`src/rtl/mm_op_sequencer.sv`:
```
// Operand-pair sequencer between the Rx deserializer and the modular multiplier.
// Optional multiplier-latency watchdog compiled in with `define MM_SEQ_TIMEOUT_EN.
module mm_op_sequencer #(
  parameter int W              = 256,
  parameter int TIMEOUT_CYCLES = 4096,
  parameter int CNT_W          = 16
) (
  input  logic             clock,
  input  logic             reset,
  input  logic             rx_ready,
  input  logic [W-1:0]     x_in,
  input  logic [W-1:0]     y_in,
  output logic [W-1:0]     mm_x,
  output logic [W-1:0]     mm_y,
  output logic             mm_in_valid,
  input  logic             mm_out_valid,
  input  logic [W-1:0]     mm_q,
  output logic [W-1:0]     res_data,
  output logic             res_valid,
  input  logic             res_ready,
  output logic             busy,
  output logic             overflow,
  output logic             timeout,
  output logic [CNT_W-1:0] op_count
);

  typedef enum logic [1:0] {IDLE, ISSUE, WAIT, HOLD} state_t;

  state_t           state_q, state_d;
  logic             rx_ready_q;
  logic             pend_valid_q, pend_valid_d;
  logic [W-1:0]     pend_x_q, pend_x_d, pend_y_q, pend_y_d;
  logic [W-1:0]     mm_x_q, mm_x_d, mm_y_q, mm_y_d;
  logic             mm_in_valid_q, mm_in_valid_d;
  logic [W-1:0]     res_data_q, res_data_d;
  logic             res_valid_q, res_valid_d;
  logic             overflow_q, overflow_d;
  logic [CNT_W-1:0] op_count_q, op_count_d;

  logic rx_edge, take, result_in, handoff, to_hit;

  assign rx_edge   = rx_ready & ~rx_ready_q;
  assign take      = (state_q == IDLE) & pend_valid_q;
  assign result_in = (state_q == WAIT) & mm_out_valid;
  assign handoff   = (state_q == HOLD) & res_ready;

`ifdef MM_SEQ_TIMEOUT_EN
  localparam int TO_W = (TIMEOUT_CYCLES > 1) ? $clog2(TIMEOUT_CYCLES) : 1;
  logic [TO_W-1:0] to_cnt_q, to_cnt_d;
  logic            timeout_q, timeout_d;

  // A result on the terminal count takes priority over the abort.
  assign to_hit = (state_q == WAIT) & ~mm_out_valid &
                  (to_cnt_q == TO_W'(TIMEOUT_CYCLES - 1));

  always_comb begin
    to_cnt_d  = to_cnt_q;
    timeout_d = timeout_q | to_hit;
    if (state_q == ISSUE)     to_cnt_d = '0;
    else if (state_q == WAIT) to_cnt_d = to_cnt_q + TO_W'(1);
  end

  always_ff @(posedge clock) begin
    if (reset) begin
      to_cnt_q  <= '0;
      timeout_q <= 1'b0;
    end else begin
      to_cnt_q  <= to_cnt_d;
      timeout_q <= timeout_d;
    end
  end

  assign timeout = timeout_q;
`else
  assign to_hit  = 1'b0;
  // TIMEOUT_CYCLES has no effect in this build; the flag is a constant 0.
  assign timeout = 1'b0 & (TIMEOUT_CYCLES < 0);
`endif

  always_ff @(posedge clock) begin
    if (reset) state_q <= IDLE;
    else       state_q <= state_d;
  end

  always_comb begin
    state_d = state_q;
    case (state_q)
      IDLE:  if (pend_valid_q) state_d = ISSUE;
      ISSUE: state_d = WAIT;
      WAIT:  if (mm_out_valid) state_d = HOLD;
             else if (to_hit)  state_d = IDLE;
      HOLD:  if (res_ready)    state_d = IDLE;
      default: state_d = IDLE;
    endcase
  end

  always_comb begin
    mm_in_valid_d = (state_d == ISSUE);
    res_valid_d   = (state_d == HOLD);
    mm_x_d        = take ? pend_x_q : mm_x_q;
    mm_y_d        = take ? pend_y_q : mm_y_q;
    res_data_d    = result_in ? mm_q : res_data_q;
    op_count_d    = handoff ? op_count_q + CNT_W'(1) : op_count_q;
    pend_x_d      = rx_edge ? x_in : pend_x_q;
    pend_y_d      = rx_edge ? y_in : pend_y_q;
    pend_valid_d  = rx_edge ? 1'b1 : (take ? 1'b0 : pend_valid_q);
    // Only a pair that is overwritten without having been issued is lost.
    overflow_d    = overflow_q | (rx_edge & pend_valid_q & ~take);
  end

  always_ff @(posedge clock) begin
    if (reset) begin
      rx_ready_q    <= 1'b0;
      pend_valid_q  <= 1'b0;
      pend_x_q      <= '0;
      pend_y_q      <= '0;
      mm_x_q        <= '0;
      mm_y_q        <= '0;
      mm_in_valid_q <= 1'b0;
      res_data_q    <= '0;
      res_valid_q   <= 1'b0;
      overflow_q    <= 1'b0;
      op_count_q    <= '0;
    end else begin
      rx_ready_q    <= rx_ready;
      pend_valid_q  <= pend_valid_d;
      pend_x_q      <= pend_x_d;
      pend_y_q      <= pend_y_d;
      mm_x_q        <= mm_x_d;
      mm_y_q        <= mm_y_d;
      mm_in_valid_q <= mm_in_valid_d;
      res_data_q    <= res_data_d;
      res_valid_q   <= res_valid_d;
      overflow_q    <= overflow_d;
      op_count_q    <= op_count_d;
    end
  end

  assign mm_x        = mm_x_q;
  assign mm_y        = mm_y_q;
  assign mm_in_valid = mm_in_valid_q;
  assign res_data    = res_data_q;
  assign res_valid   = res_valid_q;
  assign overflow    = overflow_q;
  assign op_count    = op_count_q;
  assign busy        = (state_q != IDLE) | pend_valid_q;

endmodule

```
`config.mk`:
```
export PLATFORM = sky130hd
export DESIGN_NAME = mm_op_sequencer
export DESIGN_NICKNAME = d
export VERILOG_FILES = /design/src/rtl/mm_op_sequencer.sv
export SDC_FILE = /design/constraint.sdc
export NUM_CORES = 2
export LEC_CHECK = 0
export CORE_AREA = 2 2 615 617
export DETAILED_ROUTE_END_ITERATION = 16
export DIE_AREA = 0 0 617 619
export DONT_BUFFER_PORTS = 1
export PLACE_DENSITY_LB_ADDON = 0.25
export SLEW_MARGIN = 20
export SYNTH_ARGS = -nofsm -noshare
export SYNTH_HDL_FRONTEND = slang
export SYNTH_SLANG_ARGS = --single-unit
```
`constraint.sdc`:
```
create_clock -name clock -period 3.65 [get_ports clock]
set_input_delay 0 -clock clock [delete_from_list [all_inputs] [get_ports clock]]
set_output_delay 0 -clock clock [all_outputs]
set_load 0.02 [all_outputs]
```
==> summary.md <==
| Metric | Value |
|---|---|
| Max Cap Viol | `0` |
| GP Congestion | `0.9307` |
| Grt total ovfl | `0` |
| Post-detail-place hpwl | `208,700 um` |
| Via count | `45,100` |
| Ys async rst share | `0` |
| Synthesized cell area | `44,260 um2` |
| Family with the most delay on the worst path | `buffers and inverters` |
| Hold Crit Endpoint | `pend_x_q[254]$_SDFFE_PP0P_` |
| DRT iter0 DRCs | `between 3,000 and 4,000` |
| Status | `finished clean` |
| Core Util, Final | `0.1900` |
| Total Routing Usage GR | `0.1355` |
| Setup TNS | `0 ns` |
| Die ar. | `381,900 um2` |
| Static Leak | `22.79 nW` |
| Cell Pwr Density | `502.0 nW/um2` |
| Final setup violating endpoints | `0` |
| Crit path max fanout | `roughly 180` |
| Final Max Slew Viols | `0` |
| CTS max path bufs | `4` |
| Syn. warnings | `0` |
| RSZ-0062 raised after global routing | `false` |
| Flop2flop setup slack | `0.49 ns` |
| Setup crit start kind | `input port` |
| I/O pin total | `between 1,500 and 2,000` |
| Crit path capture type | `register` |
| Via/cell ratio | `3.699` |
| Area Overhead vs Synth | `60.86%` |
| Die width | `617 um` |
| Pin count of the biggest net entering global routing | `225` |
| Top FF cell, synth | `dfxtp_1` |
| Multi-input gate area | `around 17,000 um2` |
| Initial core utilization | `0.1181` |
| Mean Syn Cell Area | `7.821 um2` |
| CTS H-tree lvls | `4` |
| Type of the most critical hold path | `in -> reg` |
| Clk_skew | `roughly 0.08 ns` |
| Num rows | `225` |
| CP max stage delay | `between 0.6 and 0.7 ns` |
| Worst slew pin tran | `1.150 ns` |
| Root Buffer | `clkbuf_16` |
| Tmin final | `3.451 ns` |
| Crit path required time | `approximately 4.3 ns` |
| Port buffer count | `0` |
| Worst r2r src | `state_q[0]$_SDFF_PP0_` |
| Post-synth net total | `6,434` |
| Number of clock sinks | `1,303` |
| Register-to-Register Path Depth | `7` |
| Clock transition at the registers of the reported paths | `0.06 ns` |
| WHS Path Cells | `3` |
| WL per Instance | `22.44 um` |
| Crit-path most repeated cell | `buf_16` |
| Number of iterations in the first detailed-routing pass | `7` |
| Share of cells above drive strength 1 | `0.04824` |
| Cts bufs inserted | `167` |
| Count of final hold-check violations | `0` |
| Count of flip-flops with a built-in enable after synthesis | `0` |
| Total power | `35.74 mW` |
| CTS tree | `yes` |
| First-pass GRT wire length | `around 360,000 um` |
| Crit path kind | `in -> reg` |
| DRC viols | `0` |
| Post-route ant nets | `0` |
| FF-to-FF End | `res_data[251]$_SDFFE_PP0P_` |
| Worst path slowest cell | `dlygate4sd3_1` |
| Tcrit/Tclk final | `0.9454` |
| Initial antenna violation count | `106` |
| Sequential Area | `26,090 um2` |
| Total Wirelength | `273,600 um` |
| Worst Path Buf+Inv | `6` |
| Syn Inst Count | `5,660` |
| Area post-placement | `50,020 um2` |
| Vias in the first global route | `around 44,000` |
| Crit path arrival time | `4.13 ns` |
| Worst slew margin relative to its limit | `0.2334` |
| Peak VDD IR | `around 340 uV` |
| Layout Nets | `7,804` |
| Filler cells | `41,830` |
| Setup WS pre-CTS | `1.235 ns` |
| Die Y | `between 600 and 700 um` |
| Final WS setup | `approximately 0.2 ns` |
| Distinct cells, synth | `33` |
| Worst min-delay path startpoint | `x_in[254]` |
| Achievable Freq | `289.8 MHz` |
| Post-layout instance area | `71,200 um2` |
| Skew-Pair Late Insertion Delay | `0.88 ns` |
| Seq/Total Area, Yosys | `0.5893` |
| Yosys reg bits | `between 1,000 and 1,500` |
| Total setup buffers inserted after CTS | `0` |
| Core region area | `374,700 um2` |
| Worst path cell trace | `dlygate4sd3_1, buf_16, buf_16, buf_16, buf_16, a21oi_1, dlygate4sd3_1` |
-- placed cells by master, fill, tap and decap left out, types with 3 or more instances in the layout --
cell type and instances:
inv_16 4, buf_4 43, diode_2 47, xnor2_1 4
nor2_1 12, nand3_1 4, or3_2 4, clkbuf_16 167
a21oi_1 1289, xor2_1 4, clkbuf_8 35, nor2b_1 3
clkinv_2 19, clkinv_16 3, o21ai_0 8, clkinv_4 4
clkbuf_1 42, buf_16 9, buf_12 29, nand4_1 3
bufinv_16 11, nand2_1 2567, dlygate4sd3_1 1551, or3_1 4
dfxtp_1 1303
-- logic make-up after synthesis --
group                    count (synthesis)  share of synthesized area
other                                    1                 0.00008472
multiplexers                             1                  0.0002261
adder cells (fa/ha/maj)                  1                  0.0002826
AO/OA/AOI/OAI                         1299                     0.1470
flip-flops                            1303                     0.5893
AND/OR/NAND/NOR                       2615                     0.2241
buffers and inverters                  432                    0.03742
XOR/XNOR                                 8                   0.001583
-- Yosys cell counts, types with 2 or more instances --
| cell | count | area share |
|---|---|---|
| o21ai_0 | 8 | 0.00090 |
| xnor2_1 | 4 | 0.00079 |
| or3_1 | 4 | 0.00057 |
| a21oi_1 | 1289 | 0.15 |
| buf_2 | 25 | 0.0028 |
| nand4_1 | 3 | 0.00042 |
| xor2_1 | 4 | 0.00079 |
| nand3_1 | 4 | 0.00045 |
| nor3_1 | 2 | 0.00023 |
| nor4_1 | 2 | 0.00028 |
| clkbuf_1 | 383 | 0.032 |
| nor2_1 | 12 | 0.0010 |
| nor2b_1 | 4 | 0.00057 |
| and2_1 | 3 | 0.00042 |
| dfxtp_1 | 1303 | 0.59 |
| buf_1 | 22 | 0.0019 |
| nand2_1 | 2569 | 0.22 |
| or3_2 | 4 | 0.00068 |
-- stage by stage --
| step | std cells | hold WS (ns) |
|---|---|---|
| after CTS | 12150 | 0.002550 |
| after global routing | 12180 | 0.02886 |
| after detailed placement | 10300 | 0.08683 |
| after floorplan | 5660 | 0.1282 |
| after global placement | 10300 | 0.08360 |
| final | 12190 | 0.01064 |
-- tightest hold or removal path: cells and delay by family --
kind | cells | cell delay [ns]
buffers and inverters | 1 | 0.60
AOI/OAI and AO/OA | 1 | 0.08
and+or+nand+nor | 1 | 0.16
-- repair_timing --
| action | in CTS | in global routing |
|---|---|---|
| endpoints found under the hold margin | 956 | 0 |
| resized for setup | 0 | 0 |
| hold buffers | 1552 | 0 |
-- area by class of cell --
cell class	count	share of cell area
Timing Repair Buffer	1632	0.2342
Multi-Input combinational cell	3925	0.2326
Inverter	1	0.00005272
Clock inverter	47	0.009770
Tap cell	4994	0.08776
Clock buffer	244	0.06767
Antenna cell	47	0.001652
Sequential cell	1303	0.3663
-- power breakdown --
part / internal (mW) / switching (mW)
combinational: 1.47 / 1.71
clock: 9.97 / 7.05
sequential: 14.7 / 0.798
-- per-layer routing --
layer	share of wire	wire length [um]	track usage	up-vias
met3	0.090	24490	0.04684	532
met4	0.059	16030	0.07165	22
met5	0.0014	383	0.004672	-
met2	0.47	129700	0.2267	1796
met1	0.38	103000	0.1509	21720
li1	-	-	-	21030
-- registers in the layout, indices dropped and copies added, names as in the netlist --
register / flops
mm_in_valid: 1
mm_x: 256
mm_y: 256
op_count: 16
overflow: 1
pend_valid_q: 1
pend_x_q: 256
pend_y_q: 256
res_data: 256
res_valid: 1
rx_ready_q: 1
state_q: 2
-- how the worst max path moves through the flow --
| stage | start | endpoint | cells after the start |
|---|---|---|---|
| 2_1_floorplan | op_count[2]$_SDFFE_PP0P_ | op_count[15]$_SDFFE_PP0P_ | 4 |
| 3_3_place_gp | state_q[1]$_SDFF_PP0_ | mm_y[147]$_SDFFE_PP0P_ | 5 |
| 3_5_place_dp | state_q[1]$_SDFF_PP0_ | mm_y[179]$_SDFFE_PP0P_ | 5 |
| 4_1_cts | state_q[0]$_SDFF_PP0_ | res_data[0]$_SDFFE_PP0P_ | 7 |
| 5_1_grt | reset | res_data[255]$_SDFFE_PP0P_ | 7 |
| 6_report | reset | res_data[254]$_SDFFE_PP0P_ | 7 |
(Power assumes the default switching activity.)
